**config.mk**
```make
export PLATFORM = sky130hd
export DESIGN_NAME = wb_arbiter
export DESIGN_NICKNAME = d
export VERILOG_FILES = /design/src/rtl/wb_arbiter_pkg.sv /design/src/rtl/wb_arbiter_rr_arbiter.sv /design/src/rtl/wb_arbiter.sv
export SDC_FILE = /design/constraint.sdc
export NUM_CORES = 1
export LEC_CHECK = 0
export CAP_MARGIN = 20
export CORE_ASPECT_RATIO = 2
export CORE_MARGIN = 3
export CORE_UTILIZATION = 43
export DETAILED_ROUTE_END_ITERATION = 7
export HOLD_SLACK_MARGIN = 0.05
export PLACE_DENSITY = 0.9
export SLEW_MARGIN = 20
export SYNTH_ARGS = -nofsm -noshare
export SYNTH_HDL_FRONTEND = slang
export SYNTH_SLANG_ARGS = --single-unit
```
**constraint.sdc**
```tcl
create_clock -name clk -period 3.25 [get_ports clk]
set_input_delay 0.65 -clock clk [delete_from_list [all_inputs] [get_ports clk]]
set_output_delay 0.65 -clock clk [all_outputs]
set_load 0.01 [all_outputs]
```
**src/rtl/wb_arbiter_pkg.sv**
```systemverilog
// Shared core constants for the writeback arbiter slice.
// Register file geometry and default datapath width.
package wb_arbiter_pkg;
  localparam int XLEN_DEF = 32;
  localparam int REG_AW   = 5;
  localparam int NUM_REGS = 32;
endpackage

```
**src/rtl/wb_arbiter_rr_arbiter.sv**
```systemverilog
// Round-robin one-hot grant selector.
// Search starts one past the pointer and wraps.
module rr_arbiter #(
  parameter int N  = 3,
  parameter int PW = $clog2(N)
) (
  input  logic [N-1:0]  i_req,
  input  logic [PW-1:0] i_ptr,
  output logic [N-1:0]  o_grant
);
  logic w_found;
  int   w_idx;

  always_comb begin
    o_grant = '0;
    w_found = 1'b0;
    w_idx   = 0;
    for (int i = 1; i <= N; i++) begin
      w_idx = (int'(i_ptr) + i) % N;
      if (!w_found && i_req[w_idx]) begin
        o_grant[w_idx] = 1'b1;
        w_found        = 1'b1;
      end
    end
  end
endmodule

```
**src/rtl/wb_arbiter.sv**
```systemverilog
// Writeback arbiter with pending-register scoreboard.
// Define WB_ARBITER_FWD_EN to enable rf-write forwarding.
module wb_arbiter
  import wb_arbiter_pkg::*;
#(
  parameter int NUM_REQ = 3,
  parameter int XLEN    = XLEN_DEF
) (
  input  logic                      clk,
  input  logic                      reset,
  input  logic [NUM_REQ-1:0]        req_valid,
  output logic [NUM_REQ-1:0]        req_ready,
  input  logic [REG_AW*NUM_REQ-1:0] req_rd,
  input  logic [XLEN*NUM_REQ-1:0]   req_data,
  input  logic                      issue_valid,
  input  logic [REG_AW-1:0]         issue_rd,
  input  logic [REG_AW-1:0]         rs1_addr,
  input  logic [REG_AW-1:0]         rs2_addr,
  output logic                      hazard_rs1,
  output logic                      hazard_rs2,
  output logic                      rf_we,
  output logic [REG_AW-1:0]         rf_rd_addr,
  output logic [XLEN-1:0]           rf_w_data,
  output logic                      fwd_rs1,
  output logic                      fwd_rs2
);
  localparam int PW = $clog2(NUM_REQ);

  logic [PW-1:0]       r_last;
  logic [NUM_REGS-1:0] r_pending;
  logic [NUM_REGS-1:0] w_pend_nxt;
  logic [NUM_REQ-1:0]  w_grant;
  logic [NUM_REQ-1:0]  w_gate;
  logic [PW-1:0]       w_gidx;
  logic [REG_AW-1:0]   w_rd;
  logic [XLEN-1:0]     w_data;
  logic                w_xfer;

  rr_arbiter #(.N(NUM_REQ), .PW(PW)) u_rr (
    .i_req   (req_valid),
    .i_ptr   (r_last),
    .o_grant (w_grant)
  );

  assign w_gate    = reset ? '0 : w_grant;
  assign req_ready = w_gate;
  assign w_xfer    = |(req_valid & w_gate);

  always_comb begin
    w_gidx = '0;
    w_rd   = '0;
    w_data = '0;
    for (int i = 0; i < NUM_REQ; i++) begin
      if (w_gate[i]) begin
        w_gidx = PW'(i);
        w_rd   = req_rd[REG_AW*i +: REG_AW];
        w_data = req_data[XLEN*i +: XLEN];
      end
    end
  end

  // Set after clear so a new producer overrides a retiring one.
  always_comb begin
    w_pend_nxt = r_pending;
    if (rf_we)
      w_pend_nxt[rf_rd_addr] = 1'b0;
    if (issue_valid && issue_rd != '0)
      w_pend_nxt[issue_rd] = 1'b1;
    w_pend_nxt[0] = 1'b0;
  end

  always_ff @(posedge clk) begin
    if (reset) begin
      r_last     <= PW'(NUM_REQ - 1);
      r_pending  <= '0;
      rf_we      <= 1'b0;
      rf_rd_addr <= '0;
      rf_w_data  <= '0;
    end else begin
      r_pending <= w_pend_nxt;
      rf_we     <= w_xfer && (w_rd != '0);
      if (w_xfer) begin
        r_last     <= w_gidx;
        rf_rd_addr <= w_rd;
        rf_w_data  <= w_data;
      end
    end
  end

`ifdef WB_ARBITER_FWD_EN
  assign fwd_rs1 = !reset && rf_we &&
                   (rf_rd_addr == rs1_addr) && (rs1_addr != '0);
  assign fwd_rs2 = !reset && rf_we &&
                   (rf_rd_addr == rs2_addr) && (rs2_addr != '0);
`else
  assign fwd_rs1 = 1'b0;
  assign fwd_rs2 = 1'b0;
`endif

  assign hazard_rs1 = !reset && r_pending[rs1_addr] && !fwd_rs1;
  assign hazard_rs2 = !reset && r_pending[rs2_addr] && !fwd_rs2;
endmodule

```
Word-level counts from Yosys, hierarchy flattened:

Cells that the tools add are included.

* multiplexer cells: 39
* magnitude comparators: 12
* div/mod/pow operators: 3
* reduce and logical (&&, ||, !) cells: 17
* bitwise logic cells: 6
* add/sub/neg operators: 3

Operators with widths (count)
* two-way mux 32 bit: 5
* >= comparator 32 x 1 -> 1 bit (second input constant): 3
* less-than comparator 32 x 4 -> 1 bit (second input constant): 3
* modulo 32 x 3 -> 32 bit (second input constant): 3
* AND 32 bit: 1
* NOT 32 bit: 1
* OR 32 bit: 1
* less-than comparator 5 x 6 -> 1 bit (second input constant): 4
* two-way mux 1 bit: 16
* two-way mux 5 bit: 3
* two-way mux 3 bit: 4
* logical AND 1 bit: 11
* binary-select mux 1 bit (select 5 bit): 2
* demux 1 bit (select 5 bit): 2
* >= comparator 5 x 1 -> 1 bit (second input constant): 2
* nonzero test 5 bit: 2
* adder 2 x 2 -> 3 bit (second input constant): 2
* binary-select mux 1 bit (select 2 bit): 3
* demux 1 bit (select 2 bit): 3
* OR 3 bit: 2
* adder 2 x 1 -> 3 bit (second input constant): 1
* AND 3 bit: 1
* zero test 1 bit: 3
* OR reduction 3 bit: 1
* two-way mux 2 bit: 1

* input bits: 132
* logic and storage cells: 86
* output and inout bits: 45
* flip-flop bits (word level): 72

Logic depth before layout (Yosys ltp):

Gate-level depths: netlist (run 1).

* depth in word-level cells: 18
* depth in mapped cells: 13
* mapped depth without buffers: 10

By module:

From an unflattened synthesis (run 1), not the netlist that was laid out.

* cells, all modules: 512
* area, all modules: 4280.4 um^2

By module, submodules not included
* wb_arbiter: instances 1, sequential area each 1421.4 um^2, area an instance 4001.3 um^2, cells an instance 472
* rr_arbiter: instances 1, sequential area each 0.0 um^2, area an instance 279.0 um^2, cells an instance 40

Worst setup path after synthesis (run 1):

OpenSTA, ideal clock, no wires.

* path type: input-to-output
* start: in rs1_addr[0]
* end: out hazard_rs1
* required time: 2600 ps
* slack: 327 ps
* stages: 5
* data arrival time: 2273 ps
* path buffers: 1
* cell sequence: clkbuf_1 -> mux4_2 -> mux4_2 -> mux2i_1 -> nor2_1

* longest elaborated chain between the ends: 3

Ends and longest elaborated chain
* start: declaration: line wb_arbiter.sv:17 `input logic [REG_AW-1:0] rs1_addr,`
* binary-select mux 1 bit (select 5 bit): line wb_arbiter.sv:100 `assign hazard_rs1 = !reset && r_pending[rs1_addr] && !fwd_rs1;`
* two-way mux 1 bit (implied by the code): line wb_arbiter.sv:100
* logical AND 1 bit: line wb_arbiter.sv:100
* end: declaration: line wb_arbiter.sv:19 `output logic hazard_rs1,`

No other way between the ends. The select of a mux whose other input is x is not followed.

Worst setup path after layout (run 1):

* start: in req_valid[0]
* end: out req_ready[2]

* longest elaborated chain between the ends: 11
* elaborated cells on any way between the ends: 21
* classes of those cells: mux: 15; bitwise: 2; reduce/logical: 4

Ends and longest elaborated chain
* start: declaration: line wb_arbiter.sv:11 `input logic [NUM_REQ-1:0] req_valid,`
* binary-select mux 1 bit (select 2 bit): line wb_arbiter_rr_arbiter.sv:20 `if (!w_found && i_req[w_idx]) begin`
* two-way mux 1 bit (implied by the code) (2 in a row): line wb_arbiter_rr_arbiter.sv:20
* two-way mux 1 bit: line wb_arbiter_rr_arbiter.sv:20
* zero test 1 bit: line wb_arbiter_rr_arbiter.sv:20
* logical AND 1 bit: line wb_arbiter_rr_arbiter.sv:20
* two-way mux 1 bit: line wb_arbiter_rr_arbiter.sv:20
* zero test 1 bit: line wb_arbiter_rr_arbiter.sv:20
* logical AND 1 bit: line wb_arbiter_rr_arbiter.sv:20
* two-way mux 3 bit *: line wb_arbiter_rr_arbiter.sv:20
* two-way mux 3 bit *: line wb_arbiter.sv:45 `assign w_gate = reset ? '0 : w_grant;`
* end: declaration: line wb_arbiter.sv:12 `output logic [NUM_REQ-1:0] req_ready,`

Every way passes the cells marked *; elsewhere a longest branch is shown, timed or not. The select of a mux whose other input is x is not followed.

==> reports/qor.txt, run 1 <==
Initial cell density of the core: 44.2%
Synth warnings: 0
Vias: 4586
Leading cell types by count after synthesis: o21ai_0 (91), dfxtp_1 (71), nand2_1 (42)
Die ar.: 10900 um^2
# nets final: 770
Clock buffer depth: 2
Ratio of final minimum period to clock period: 96.7%
CTS root buffer: clkbuf_16
Syn_area_per_cell: 8.89 um^2
Critical Path RT: 2.60 ns
# IOs: 177
Outcome: finished clean
Layout cells sized above 1: 12.7%
Final Hold Viols: 0
Synth cell types: 49
Num CTS Buffers: 9
Slew HR: 49.8%
Critical Path Start Type: input pin
Post-Synthesis Cells: 467
Final WL: 15.1 mm
Crit path DAT: 2.49 ns
DP HPWL: 11.5 mm
Tmin final: 3.14 ns
Worst-Skew Late Latency: 0.33 ns
Measured slew at the worst slew-check pin: 0.750 ns
Xor/xnor share of the synthesized area: 0%
Sequential share of the synthesized area: 34.2%
Most common cell in the netlist: o21ai_0
P&R area growth vs syn: 54.4%
Rows: 50
Post-synthesis mux area share: 12.5%
Async set-or-reset flop fraction in the synthesized netlist: 0%
Post-route ant nets: 0
Remaining global-route overflow: 0
Drt initial violations: 354
Peak VDD IR: 493 uV
Core area: 9380 um^2
DRC: 0
Synthesis-stage register bit count: 71
First-pass GRT wire length: 23.8 mm
Number of flops mapped to enable cells by yosys: 0
Cell taking the most area after synthesis: dfxtp_1
Pin count of the biggest net entering global routing: 65
Cell area after layout: 6410 um^2
Hold buffers post-CTS: 0
Slew Limit Fails: 0
H-tree Lvls: 3
Vias per cell: 6.17
Hold Crit Start: rf_w_data[31]
Power Density: 719 nW/um^2
Tot Pwr: 4.61 mW
Synth Area in Adders: 1.21%
GRT Total Usage: 28.5%
Kind of critical path: in -> out
Top cell type's share of synthesized area: 34.2%
Final Non-Filler Cells: 743
RSZ-0062 raised after global routing: false
Max Cap Violations: 0
Synth Area in Compound Gates: 28.8%
Wire length per cell: 20.3 um
Placed Area: 6020 um^2
Number of global-route vias before repair: 4742
Initial antenna violation count: 0
Cell count after placement: 725
Crit path launch: req_valid[0]
Top post-synthesis cells by area: dfxtp_1 (34%), o21ai_0 (11%), mux4_2 (9.8%)
Largest family of logic cells by synthesized area: compound AO/OA/AOI/OAI gates
Achievable frequency: 318 MHz
Worst hold path class: reg -> reg
Main synth FF type: dfxtp_1
CTS sink cnt: 71
PortBufs: 174
DIE HEIGHT: 145 um
Chip width: 75.5 um
Final setup violation count: 0
TritonRoute pass-1 iters: 6
CTS tree: yes
Lkg Pwr: 2.30 nW
Clock skew: 0.00435 ns
CTS clk-pin slew, worst paths: 0.05 ns
Crit path capture type: output pin
Reg2Reg Launch Point: r_last[1]
Synthesized area: 4150 um^2
Simple-Gate Fraction of Synth Area: 17.2%
CP max FO: 5
Layout filler cell count: 687
Gp weighted congestion: 1.04
[sequential cells by signal (all words and copies together) (netlist names)]
name / flops
r_pending: 31
rf_we: 1
rf_rd_addr: 5
r_last: 2
rf_w_data: 32
[layout by cell type (no fill, tap or decap), types with 4 or more instances in the layout]
cell,n
nand3b_1,37
clkbuf_16,9
nor3_1,4
o21ai_0,90
nor3b_1,4
a21oi_1,33
mux2i_1,7
dfxtp_1,70
o21ai_1,5
nand3_1,6
clkdlybuf4s50_1,167
a22oi_1,6
mux2_2,4
a221o_1,33
nor2_1,12
nand2_1,42
buf_12,4
buf_4,17
mux4_2,18
[final timing paths]
kind              endpoint  slack [ns]  depth (start not counted)
min reg2reg  rf_w_data[31]        0.47                          2
min          rf_w_data[31]        0.47                          2
max reg2reg  rf_rd_addr[2]        0.44                         10
max           req_ready[2]        0.11                          8
[repair_timing]
item                       CTS  global route
setup endpoints to repair    3             5
gates cloned                 2             0
buffers inserted             0             0
resized for setup           12             9
[kinds of logic (layout without fill, tap and decap cells)]
family / count (synthesis) / in the layout
AOI/OAI and AO/OA: 186 / 186
adders and majority gates: 4 / 4
buffers and inverters: 49 / 219
DFF: 71 / 71
muxes: 29 / 29
other: 1 / 3
and+or+nand+nor: 127 / 127
[per-layer routing]
metal  GRT usage, %  share of wire (%)  up-vias
met5              0                  0        -
met4           15.0                5.5        0
met3           9.78                 10       58
met2           47.9                 51      320
met1           29.8                 33     2100
li1               -                  -     2108
[critical path: stages]
cell             delay, ns
clkdlybuf4s50_1       0.47
buf_4                 0.15
mux2i_1               0.07
o21ai_1               0.18
a32o_2                0.22
nand2b_1              0.09
inv_2                 0.11
clkdlybuf4s50_1       0.54
[area by class of cell]
type,instances,area [um^2],share of cell area [%]
Antenna cell,1,2.50,0.0390
Clock buffer,12,256,4.00
Timing Repair Buffer,198,2020,31.5
Clock inverter,3,42.5,0.664
Multi-Input combinational cell,348,2520,39.3
Inverter,6,22.5,0.351
Tap cell,104,130,2.03
Sequential cell,71,1420,22.2
[power breakdown]
part           internal (mW)  leakage (nW)  switching (mW)
logic                   1.20          1.58            1.13
clock network          0.630         0.145           0.348
registers               1.10         0.578           0.206
total                   2.92          2.30            1.68
[per-stage QoR]
stage	TNS (ns)	hold WS, ns	worst slack, ns	util, %
floorplan	0	0.460	0.327	-
global placement	-0.677	0.462	-0.340	64.1
detailed placement	-0.768	0.458	-0.398	64.1
CTS	0	0.465	0.00158	68.3
global route	0	0.519	0.0106	68.3
finish	0	0.467	0.106	68.3
Power figures use the tool's default switching activity.
==> inputs of run 2 (changes only) <==
--- a/config.mk
+++ b/config.mk
@@ -8,10 +8,11 @@
 export CAP_MARGIN = 20
 export CORE_ASPECT_RATIO = 2
 export CORE_MARGIN = 3
-export CORE_UTILIZATION = 43
+export CORE_UTILIZATION = 36
 export DETAILED_ROUTE_END_ITERATION = 7
 export HOLD_SLACK_MARGIN = 0.05
-export PLACE_DENSITY = 0.9
+export PLACE_DENSITY = 0.79
+export SETUP_SLACK_MARGIN = 0.2
 export SLEW_MARGIN = 20
 export SYNTH_ARGS = -nofsm -noshare
 export SYNTH_HDL_FRONTEND = slang
==> reports/qor.txt, run 2 (synthesis gave the netlist of run 1 again) <==
Outcome: finished clean (unchanged)
Rows: 54 (was 50)
Final Hold Viols: 0 (unchanged)
Num CTS Buffers: 9 (unchanged)
GRT busiest layer: met2 (unchanged)
Final setup violation count: 0 (unchanged)
Achievable frequency: 333 MHz (was 318 MHz)
Drt initial violations: 171 (was 354)
Remaining global-route overflow: 0 (unchanged)
P&R area growth vs syn: 56.0% (was 54.4%)
Clock buffer depth: 2 (unchanged)
DP HPWL: 12.4 mm (was 11.5 mm)
Worst-Skew Late Latency: 0.33 ns (about the same)
CTS tree: yes (unchanged)
Gp weighted congestion: 1.02 (was 1.04)
Reg power frac: 28.1% (was 28.3%)
Clock power frac: 20.8% (was 21.2%)
CTS sink cnt: 71 (unchanged)
Slowest CP cell: clkdlybuf4s50_1 (unchanged)
Met1 Usage GRT: 23.8% (was 29.8%)
DIE HEIGHT: 158 um (was 145 um)
Pin count of the biggest net entering global routing: 47 (was 65)
Final WL: 15.6 mm (was 15.1 mm)
Kind of critical path: in -> out (unchanged)
Cell count after placement: 768 (was 725)
Net Sw Power: 1.70 mW (was 1.68 mW)
Lkg Pwr: 2.31 nW (was 2.30 nW)
Slowest stage delay, CP: 0.45 ns (was 0.54 ns)
DRC: 0 (unchanged)
# IOs: 177 (unchanged)
Slew HR: 39.6% (was 49.8%)
Max Cap Violations: 0 (unchanged)
Number of global-route vias before repair: 4875 (was 4742)
Vias: 4521 (was 4586)
Measured slew at the worst slew-check pin: 0.903 ns (was 0.750 ns)
Commonest cells after routing, fill and taps aside: clkdlybuf4s50_1 (163), o21ai_0 (91), dfxtp_1 (70), nand2_1 (42), nand3b_1 (37) (was clkdlybuf4s50_1 (167), o21ai_0 (90), dfxtp_1 (70), nand2_1 (42), nand3b_1 (37))
# nets final: 777 (was 770)
H-tree Lvls: 3 (unchanged)
Ant diodes: 0 (was 1)
Tmin final: 3.00 ns (was 3.14 ns)
Top cell by count, worst path: mux2_2 (was clkdlybuf4s50_1)
Max reg flops: 32 (unchanged)
CTS clk-pin slew, worst paths: 0.06 ns (was 0.05 ns)
Pre-CTS worst setup slack: -0.449 ns (was -0.398 ns)
Core area: 11100 um^2 (was 9380 um^2)
Hold Slack: 0.494 ns (was 0.467 ns)
Final Non-Filler Cells: 786 (was 743)
Crit path capture type: output pin (unchanged)
Setup TNS: 0 ns (unchanged)
Worst hold path class: reg -> reg (unchanged)
Chip width: 81.9 um (was 75.5 um)
Postcts setup bufs: 0 (unchanged)
GR Layer Usage met2: 45.1% (was 47.9%)
CTS root buffer: clkbuf_16 (unchanged)
Critical Path Start Type: input pin (unchanged)
Hold buffers post-CTS: 0 (unchanged)
Largest registers: rf_w_data: 32 flops, r_pending: 31 flops, rf_rd_addr: 5 flops (unchanged)
GRT Total Usage: 25.1% (was 28.5%)
Crit path DAT: 2.35 ns (was 2.49 ns)
Most common cell after layout, fill and taps aside: clkdlybuf4s50_1 (unchanged)
Critical Path RT: 2.60 ns (about the same)
Wire length per cell: 19.9 um (was 20.3 um)
Final WS setup: 0.248 ns (was 0.106 ns)
Sw Ratio: 36.8% (was 36.5%)
TritonRoute pass-1 iters: 5 (was 6)
First-pass GRT wire length: 24.2 mm (was 23.8 mm)
PortBufs: 174 (unchanged)
Initial antenna violation count: 1 (was 0)
Power Density: 713 nW/um^2 (was 719 nW/um^2)
Peak VDD IR: 377 uV (was 493 uV)
Slew Limit Fails: 0 (unchanged)
Largest reg by FF count: rf_w_data (unchanged)
Post-route ant nets: 0 (unchanged)
Grt met3 use: 6.38% (was 9.78%)
Crit-path cells: clkdlybuf4s50_1 > mux2_2 > mux2_2 > a221o_1 > and2_4 > clkdlybuf4s15_1 (was clkdlybuf4s50_1 > buf_4 > mux2i_1 > o21ai_1 > a32o_2 > nand2b_1 > inv_2 > clkdlybuf4s50_1)
Die ar.: 12900 um^2 (was 10900 um^2)
Initial cell density of the core: 37.5% (was 44.2%)
Layout cells sized above 1: 13.9% (was 12.7%)
Pint: 2.92 mW (about the same)
CP max FO: 3 (was 5)
Ratio of final minimum period to clock period: 92.4% (was 96.7%)
Clock skew: 0.00383 ns (was 0.00435 ns)
Vias per cell: 5.75 (was 6.17)
Comb power frac: 51.2% (was 50.5%)
RSZ-0062 raised after global routing: false (unchanged)
==> run 2: cell count changes in the layout (fill, tap and decap cells not counted), sizes merged <==
| cell | previous run | this run |
|---|---|---|
| dlygate4sd2 | 0 | 4 |
| clkinv | 1 | 4 |
| clkdlybuf4s50 | 167 | 163 |
| clkdlybuf4s15 | 2 | 1 |
| buf | 23 | 32 |
| dlymetal6s2s | 2 | 0 |
| diode | 1 | 0 |
| bufbuf | 2 | 1 |
==> run 2: path summary, 6_finish.rpt <==
| check | cells after the start | slack, ns | from | to |
|---|---|---|---|---|
| min reg2reg | 2 | 0.49 | rf_w_data[26] | rf_w_data[26] |
| max | 6 | 0.25 | req_valid[2] | req_ready[0] |
| min | 2 | 0.49 | rf_w_data[26] | rf_w_data[26] |
| max reg2reg | 10 | 0.45 | r_last[1] | rf_w_data[1] |
==> run 2: critical path: cells and delay by family <==
kind	cells	cell delay, ns
muxes	2	0.57
and+or+nand+nor	1	0.15
buffers and inverters	2	0.70
AOI/OAI and AO/OA	1	0.29
==> run 2: through the flow <==
stage                     utilization, %  instance area (um^2)  total power, mW
final                               58.4                  6480             4.62
after global routing                58.4                  6480             4.94
after CTS                           58.2                  6450             4.64
after detailed placement            55.3                  6130             3.66
after global placement              55.3                  6130             3.60
after floorplan                        -                  4160             2.61
==> run 2: timing repair <==
item	4_1_cts	5_1_grt
pin swaps	0	0
endpoints found under the setup margin	5	3
cloned	1	1
gates resized for setup	22	10
==> run 2: cell type report <==
| type | count | area [um^2] |
|---|---|---|
| Tap cell | 140 | 175 |
| Clock inverter | 6 | 61.3 |
| Fill cell | 1041 | 4600 |
| Multi-Input combinational cell | 348 | 2510 |
| Timing Repair Buffer | 205 | 2050 |
| Clock buffer | 10 | 229 |
| Inverter | 6 | 22.5 |
| Sequential cell | 71 | 1420 |
==> run 2: metal layers <==
layer | wire, um | share of wire (%)
met2 | 8290 | 53
met3 | 1200 | 7.7
met1 | 4980 | 32
met4 | 1140 | 7.3
met5 | 0 | 0
==> run 2: power groups by stage <==
stage,logic (mW),clock network (mW),registers [mW]
after detailed placement,2.35,0,1.31
after floorplan,1.28,0,1.32
final,2.36,0.959,1.30
after CTS,2.37,0.975,1.29
after global placement,2.30,0,1.30
after global routing,2.60,1.01,1.33
